--- config.mk ---
export PLATFORM = sky130hd
export DESIGN_NAME = unified_mem_ctrl
export DESIGN_NICKNAME = d
export VERILOG_FILES = /design/src/rtl/unified_mem_ctrl.sv
export SDC_FILE = /design/constraint.sdc
export NUM_CORES = 2
export LEC_CHECK = 0
export CORE_UTILIZATION = 35
export CTS_BUF_LIST = sky130_fd_sc_hd__clkbuf_8
export DETAILED_ROUTE_END_ITERATION = 12
export GPL_ROUTABILITY_DRIVEN = 1
export GPL_TIMING_DRIVEN = 1
export PLACE_DENSITY = 0.6
export RECOVER_POWER = 100
export SLEW_MARGIN = 20
export SYNTH_ARGS = -nofsm -noshare
export SYNTH_HDL_FRONTEND = slang
export SYNTH_SLANG_ARGS = --single-unit
--- constraint.sdc ---
create_clock -name clk -period 5.58 [get_ports clk]
set_clock_uncertainty 0.15 [all_clocks]
set_input_delay 1.116 -clock clk [delete_from_list [all_inputs] [get_ports clk]]
set_output_delay 1.116 -clock clk [all_outputs]
set_load 0.01 [all_outputs]
--- src/rtl/unified_mem_ctrl.sv ---
// unified_mem_ctrl: one single-port DEPTH x DATA_W array shared by an
// instruction fetch port (I) and a base-relative data port (D).
// Both ports are arbitrated; on a conflict the grant alternates, and the
// first conflict after reset goes to D. Read data is registered, so it
// appears one cycle after the grant.
// Optional feature macro: MEM_BOUNDS_CHECK_EN. When defined, D accesses whose
// d_addr + dbase reaches DEPTH are blocked and raise a sticky fault. When it is
// not defined, D addresses wrap modulo DEPTH and fault is tied low.
module unified_mem_ctrl #(
  parameter int DATA_W    = 8,
  parameter int ADDR_W    = 8,
  parameter int DEPTH     = 256,
  parameter int DBASE_RST = 128
) (
  input  logic              clk,
  input  logic              rst,
  input  logic              i_req,
  input  logic [ADDR_W-1:0] i_addr,
  output logic              i_ready,
  output logic              i_valid,
  output logic [DATA_W-1:0] i_rdata,
  input  logic              d_req,
  input  logic              d_we,
  input  logic [ADDR_W-1:0] d_addr,
  input  logic [DATA_W-1:0] d_wdata,
  output logic              d_ready,
  output logic              d_valid,
  output logic [DATA_W-1:0] d_rdata,
  input  logic              base_we,
  input  logic [ADDR_W-1:0] base_wdata,
  output logic [ADDR_W-1:0] dbase,
  output logic              fault
);

  // Physical index width; DEPTH is a power of two no larger than 2^ADDR_W.
  localparam int PA_W = (DEPTH > 1) ? $clog2(DEPTH) : 1;

  logic [DATA_W-1:0] mem_r [DEPTH];

  logic              ptr_d_r;     // 1: D wins the next conflict
  logic [ADDR_W-1:0] dbase_r;
  logic              i_valid_r;
  logic              d_valid_r;
  logic [DATA_W-1:0] i_rdata_r;
  logic [DATA_W-1:0] d_rdata_r;

  logic              conflict_s;
  logic              grant_i_s;
  logic              grant_d_s;
  logic [ADDR_W:0]   d_sum_s;     // one extra bit so an overflow stays visible
  logic              d_oob_s;
  logic [PA_W-1:0]   i_pa_s;
  logic [PA_W-1:0]   d_pa_s;
  logic              d_wr_en_s;
  logic              d_rd_en_s;
  logic              unused_s;

  // Arbitration: a lone requester always wins; on a conflict the pointer decides.
  always_comb begin
    conflict_s = 1'b0;
    grant_d_s  = 1'b0;
    grant_i_s  = 1'b0;
    conflict_s = i_req & d_req;
    if (d_req && (!i_req || ptr_d_r)) begin
      grant_d_s = 1'b1;
    end else begin
      grant_d_s = 1'b0;
    end
    grant_i_s = i_req & ~grant_d_s;
  end

  // Address formation and the optional bounds test on the base-relative D address.
  always_comb begin
    d_sum_s = {1'b0, d_addr} + {1'b0, dbase_r};
    i_pa_s  = i_addr[PA_W-1:0];
    d_pa_s  = d_sum_s[PA_W-1:0];
`ifdef MEM_BOUNDS_CHECK_EN
    if (d_sum_s >= (ADDR_W+1)'(DEPTH)) begin
      d_oob_s = 1'b1;
    end else begin
      d_oob_s = 1'b0;
    end
`else
    d_oob_s = 1'b0;
`endif
    d_wr_en_s = grant_d_s & d_we & ~d_oob_s;
    d_rd_en_s = grant_d_s & ~d_we;
  end

  // Address bits above the physical index are intentionally ignored.
  assign unused_s = ^{d_sum_s, i_addr};

  assign i_ready = grant_i_s;
  assign d_ready = grant_d_s;
  assign i_valid = i_valid_r;
  assign d_valid = d_valid_r;
  assign i_rdata = i_rdata_r;
  assign d_rdata = d_rdata_r;
  assign dbase   = dbase_r;

  // Conflict pointer: moves only on conflict cycles, pointing at the loser.
  always_ff @(posedge clk or negedge rst) begin
    if (!rst) begin
      ptr_d_r <= 1'b1;
    end else if (conflict_s) begin
      ptr_d_r <= grant_i_s;
    end else begin
      ptr_d_r <= ptr_d_r;
    end
  end

  // Data base register; a same-cycle D access still sees the old value.
  always_ff @(posedge clk or negedge rst) begin
    if (!rst) begin
      dbase_r <= ADDR_W'(DBASE_RST);
    end else if (base_we) begin
      dbase_r <= base_wdata;
    end else begin
      dbase_r <= dbase_r;
    end
  end

  // Instruction read response; rdata holds its last value between responses.
  always_ff @(posedge clk or negedge rst) begin
    if (!rst) begin
      i_valid_r <= 1'b0;
      i_rdata_r <= {DATA_W{1'b0}};
    end else begin
      i_valid_r <= grant_i_s;
      if (grant_i_s) begin
        i_rdata_r <= mem_r[i_pa_s];
      end else begin
        i_rdata_r <= i_rdata_r;
      end
    end
  end

  // Data read response; a blocked out-of-bounds read returns zero.
  always_ff @(posedge clk or negedge rst) begin
    if (!rst) begin
      d_valid_r <= 1'b0;
      d_rdata_r <= {DATA_W{1'b0}};
    end else begin
      d_valid_r <= d_rd_en_s;
      if (d_rd_en_s) begin
        d_rdata_r <= d_oob_s ? {DATA_W{1'b0}} : mem_r[d_pa_s];
      end else begin
        d_rdata_r <= d_rdata_r;
      end
    end
  end

  // Array write port; contents are deliberately left untouched by reset.
  always_ff @(posedge clk) begin
    if (d_wr_en_s) begin
      mem_r[d_pa_s] <= d_wdata;
    end
  end

`ifdef MEM_BOUNDS_CHECK_EN
  logic fault_r;

  // Sticky bounds fault, cleared only by reset.
  always_ff @(posedge clk or negedge rst) begin
    if (!rst) begin
      fault_r <= 1'b0;
    end else if (grant_d_s && d_oob_s) begin
      fault_r <= 1'b1;
    end else begin
      fault_r <= fault_r;
    end
  end

  assign fault = fault_r;
`else
  assign fault = 1'b0;
`endif

endmodule

## Word level (Yosys, flattened, before mapping)

Memory sizes are Yosys's and may differ from the RTL's. A register that Yosys moved wholly into a read port is not among the register bits.
Index checks and enable logic that the tools add are counted.

- Add/subtract/negate cells: 1
- $mul: 0
- Div/mod/pow operators: 0
- Magnitude comparators: 0
- Equality and inequality tests: 0
- Shift operators: 0
- Muxes and demuxes: 3
- Bitwise logic cells: 6
- Reductions and logical operators: 5

Operators with widths:

| cell | count |
|---|---|
| $add 8x8->8 | 1 |
| $and 1x1->1 | 4 |
| $logic_not 1->1 | 3 |
| $mux 1 | 3 |
| $not 1->1 | 2 |
| $logic_and 1x1->1 | 1 |
| $logic_or 1x1->1 | 1 |

- Flip-flop bits (word level): 11
- Bits in latches: 0
- RAM bits: 2048
- Memory bits (read-only): 0
- Bits of input ports: 38
- Output and inout bits: 29
- Word-level logic and storage cells: 20
- Memories kept: 1

Memories:

| memory | words | width | rd ports | clocked after memory_dff | write ports | line | text |
|---|---|---|---|---|---|---|---|
| mem_r | 256 | 8 | 2 | 2 | 1 | 38 | `logic [DATA_W-1:0] mem_r [DEPTH];` |

## Longest topological paths before layout

- Depth after elaboration: 7
- Mapped depth: 12
- Mapped depth without buffers: 10

## Worst setup path before layout

No wires, ideal clock.

- Kind: input to register
- From: input port d_addr[0]
- To: memory mem_r[102][0] (enable)
- Setup time: 370 ps
- Arrival time: 4028 ps
- Data required time: 5060 ps
- Slack: 1031 ps
- Stages: 10
- Path buffers: 5
- Cells stage by stage: ha_1 fa_1 buf_2 buf_2 buf_2 clkbuf_1 nor3b_1 nand3_1 clkbuf_1 nor2_1

- Word-level cells in the longest chain between the ends: 1

RTL lines:

| element | line | text |
|---|---|---|
| start: declaration | 24 | `input logic [ADDR_W-1:0] d_addr,` |
| $add 8x8->8 | 74 | `d_sum_s = {1'b0, d_addr} + {1'b0, dbase_r};` |
| end: declaration | 38 |  |

Every way passes these cells.

## Worst setup path after layout

- From: input port d_addr[0]
- To: register d_rdata_r[3], in the netlist d_rdata[3] (read register of mem_r)

- Word-level cells in the longest chain between the ends: 1

RTL lines:

| element | line | text |
|---|---|---|
| $add 8x8->8 | 74 |  |
| end: declaration | 45 | `logic [DATA_W-1:0] d_rdata_r;` |

Every way passes these cells.
A chain may end at the register's enable or synchronous reset.

==> summary.txt <==
Job
  – Max cap viols: 21

Cells and area
  – FILL cells: 24,610
  – Nets: 5,474
  – Layout cells sized above 1: 34.63%
  – Multi-input logic area: between 30,000 and 40,000 sq um
  – Area grow syn2layout: 14.78%
  – Post-route cell area: 111,100 sq um
  – Most frequent cells in the layout: 2,048 x edfxtp_1, 1,168 x mux4_2, 375 x clkbuf_8
  – Commonest non-fill, non-tap cell in the layout: edfxtp_1
  – Final core utilization: 40.50%
  – Register area: 62,180 sq um

Clock tree
  – Clock Latency Late Sink: 1120 ps
  – Clock tree root buffer cell: clkbuf_8
  – Clock buffer count from CTS: 364
  – TritonCTS clock tree: yes
  – Clk buf depth: 4
  – Clk slew on worst S/H paths: 60 ps
  – H-tree level count: 5
  – CTS resizes: 0
  – Clock sink count: a little over 2,000

Drt
  – Router iterations before antenna repair: 8
  – Drt wl/cell: approximately 34 um
  – Residual DRC: 0
  – Drt via density: ~6.0
  – Antenna Nets Post-Route: 0
  – Via count: between 50,000 and 60,000
  – Final WL: 319,900 um
  – 1st-iter DRT viols: ~7,900

Die
  – DIE AREA: about 280,000 sq um
  – Die Y: 527.9 um
  – Starting Density: between 30% and 40%
  – Die Wd: 527.9 um
  – Std cell rows: 192
  – Core area: 274,300 sq um
  – Ports: 67

Worst hold path
  – Worst min-delay path category: flop to flop

Timing
  – Final Hold Viols: 0
  – Final setup violation count: 0
  – Relative slew slack: -225.3%
  – RSZ-0062 raised after global routing: false
  – Slew at the pin with the worst max-slew slack: 4880 ps
  – Final Critical Period: 5188 ps
  – Max-slew violations: 1,258
  – Final Cycle Share: 92.97%
  – Fmax achieved: 192.8 MHz

Setup path
  – Arrival time at the worst endpoint: between 6000 and 7000 ps
  – Startpoint Class: input port
  – CP Max Fanout: 34
  – Crit Path Category: input port to flop
  – R2r setup slk: 440 ps
  – Critical path endpoint category: flop
  – Req. time, crit path: 6420 ps

Global routing
  – First-pass GRT wire length: 445,200 um
  – Initial antenna violation count: 29
  – GRT Overall Usage: 22.76%
  – Vias in the first global route: 56,820
  – Largest net degree at the start of global routing: 139
  – Grt total ovfl: 0

Place
  – Routability Congestion: ~0.93
  – Placement-stage cell area: 105,500 sq um
  – Hpwl dp: 213,700 um
  – Buffers on Ports: 65

Synthesis
  – Synth top area share: 63.53%
  – Synth unique cells: 65
  – EDFF count, synth: ~2,000
  – Yosys reg bits: slightly above 2,000
  – Mapped Nets: 4,908
  – Main synth FF type: edfxtp_1
  – Synth warnings: 0
  – Ranking of synthesized cells by area: edfxtp_1 64%, mux4_2 27%, nand2_1 1.2%
  – Cell taking the most area after synthesis: edfxtp_1
  – Ys async rst share: 1.301%
  – Sequential element share of the synthesized area: 64.23%
  – Syn Inst Count: a little under 5,000
  – Syn avg cell area: 19.91 sq um
  – Cell area after synthesis: 96,810 sq um

Run status
  – Outcome: complete, but fails checks
  – Violated checks: max-capacitance violations, max-slew violations

Pwr
  – Max VDD drop: around 0.00018 V
  – Leak: 0.03470 uW
  – Power Dens Cells: between 300 and 400 nW/um^2
==> power by group <==
group	total, uW	switching, uW	internal, uW
Clock	13000	6350	6620
Combinational	7510	4630	2880
Sequential	17400	175	17200
==> layout make-up <==
cell class	count	area share [%]
diodes	12	0.02702
clock inverters	254	1.164
multi-input cells	2385	29.71
repair buffers	594	4.322
well taps	3686	4.151
flip-flops and latches	2075	55.96
inverters	8	0.02702
clock buffers	375	4.645
==> final timing paths <==
path,start,endpoint,depth (start not counted)
max in group asynchronous,rst,d_rdata[6]$_DFFE_PN0P_,2
max reg2reg,dbase[0]$_DFFE_PN0P_,mem_r[151][2]$_DFFE_PP_,7
min reg2reg,ptr_d_r$_DFFE_PN1P_,ptr_d_r$_DFFE_PN1P_,1
min,ptr_d_r$_DFFE_PN1P_,ptr_d_r$_DFFE_PN1P_,1
min in group asynchronous,rst,i_rdata[6]$_DFFE_PN0P_,2
max,d_addr[0],d_rdata[3]$_DFFE_PN0P_,12
==> state kept, by name, indices dropped and copies added (netlist names) <==
register  count
i_rdata       8
i_valid       1
mem_r      2048
ptr_d_r       1
d_rdata       8
dbase         8
d_valid       1
==> synth_stat cells, types with 3 or more instances <==
cell type / number
a211o_1: 3
a211oi_1: 20
a21boi_1: 7
a21o_1: 3
a21oi_1: 27
a22o_1: 5
a22oi_1: 69
a31oi_1: 23
a32oi_1: 7
and2_1: 6
and3_1: 24
buf_1: 30
buf_2: 136
buf_4: 15
buf_6: 3
clkbuf_1: 210
dfrtp_1: 25
edfxtp_1: 2048
ha_1: 7
inv_1: 6
mux2_2: 8
mux2i_1: 84
mux4_2: 1168
nand2_1: 317
nand2b_1: 16
nand3_1: 136
nand4_1: 30
nand4b_1: 18
nor2_1: 310
nor2b_1: 3
nor3_1: 5
nor3b_1: 4
nor4_1: 7
o211ai_1: 6
o21a_1: 3
o21ai_0: 4
o21ai_1: 10
o22ai_1: 16
o41a_1: 6
xnor2_1: 3
==> critical path, stage by stage <==
cell	delay, ps
clkdlybuf4s50_1	410
ha_1	250
fa_4	510
and3_1	260
o21ai_0	270
and2_0	1090
nor2_4	100
buf_12	240
a22o_1	290
nor3_1	810
a211o_1	370
o41a_1	160
==> through the flow <==
stage	TNS [ps]	hold WS, ps	worst slack [ps]	cells	total power, uW
after floorplan	0	317.0	1031	4862	21580
after global routing	0	349.4	414.1	9388	38890
after global placement	-116.5	325.4	-110.2	8745	25170
after CTS	0	313.9	1043	9375	38040
final	0	342.2	392.2	9389	37900
after detailed placement	-87.49	328.2	-87.49	8745	25180
==> kinds of logic after synthesis <==
| logic type | Yosys count | share of synthesized area (%) |
|---|---|---|
| XOR/XNOR | 5 | 0.04524 |
| buffers and inverters | 402 | 1.816 |
| multiplexers | 1260 | 28.13 |
| AND/OR/NAND/NOR | 884 | 3.978 |
| AO/OA/AOI/OAI | 227 | 1.683 |
| other | 1 | 0.003874 |
| flip-flops | 2075 | 64.23 |
| adder cells (fa/ha/maj) | 8 | 0.1111 |
==> what timing repair did <==
action / 4_1_cts / 5_1_grt
hold buffers: 1 / 0
buffers inserted: 0 / 0
endpoints found under the hold margin: 8 / 0
==> metal layers <==
layer / track usage (%) / up-vias / routed length (um)
met5: 0 / - / 386
met4: 9.787 / 24 / 14810
met3: 5.305 / 594 / 34190
met2: 35.01 / 3360 / 148300
met1: 30.91 / 30370 / 122200
li1: - / 22080 / -
Note: power is estimated with default switching activity, not from simulation.
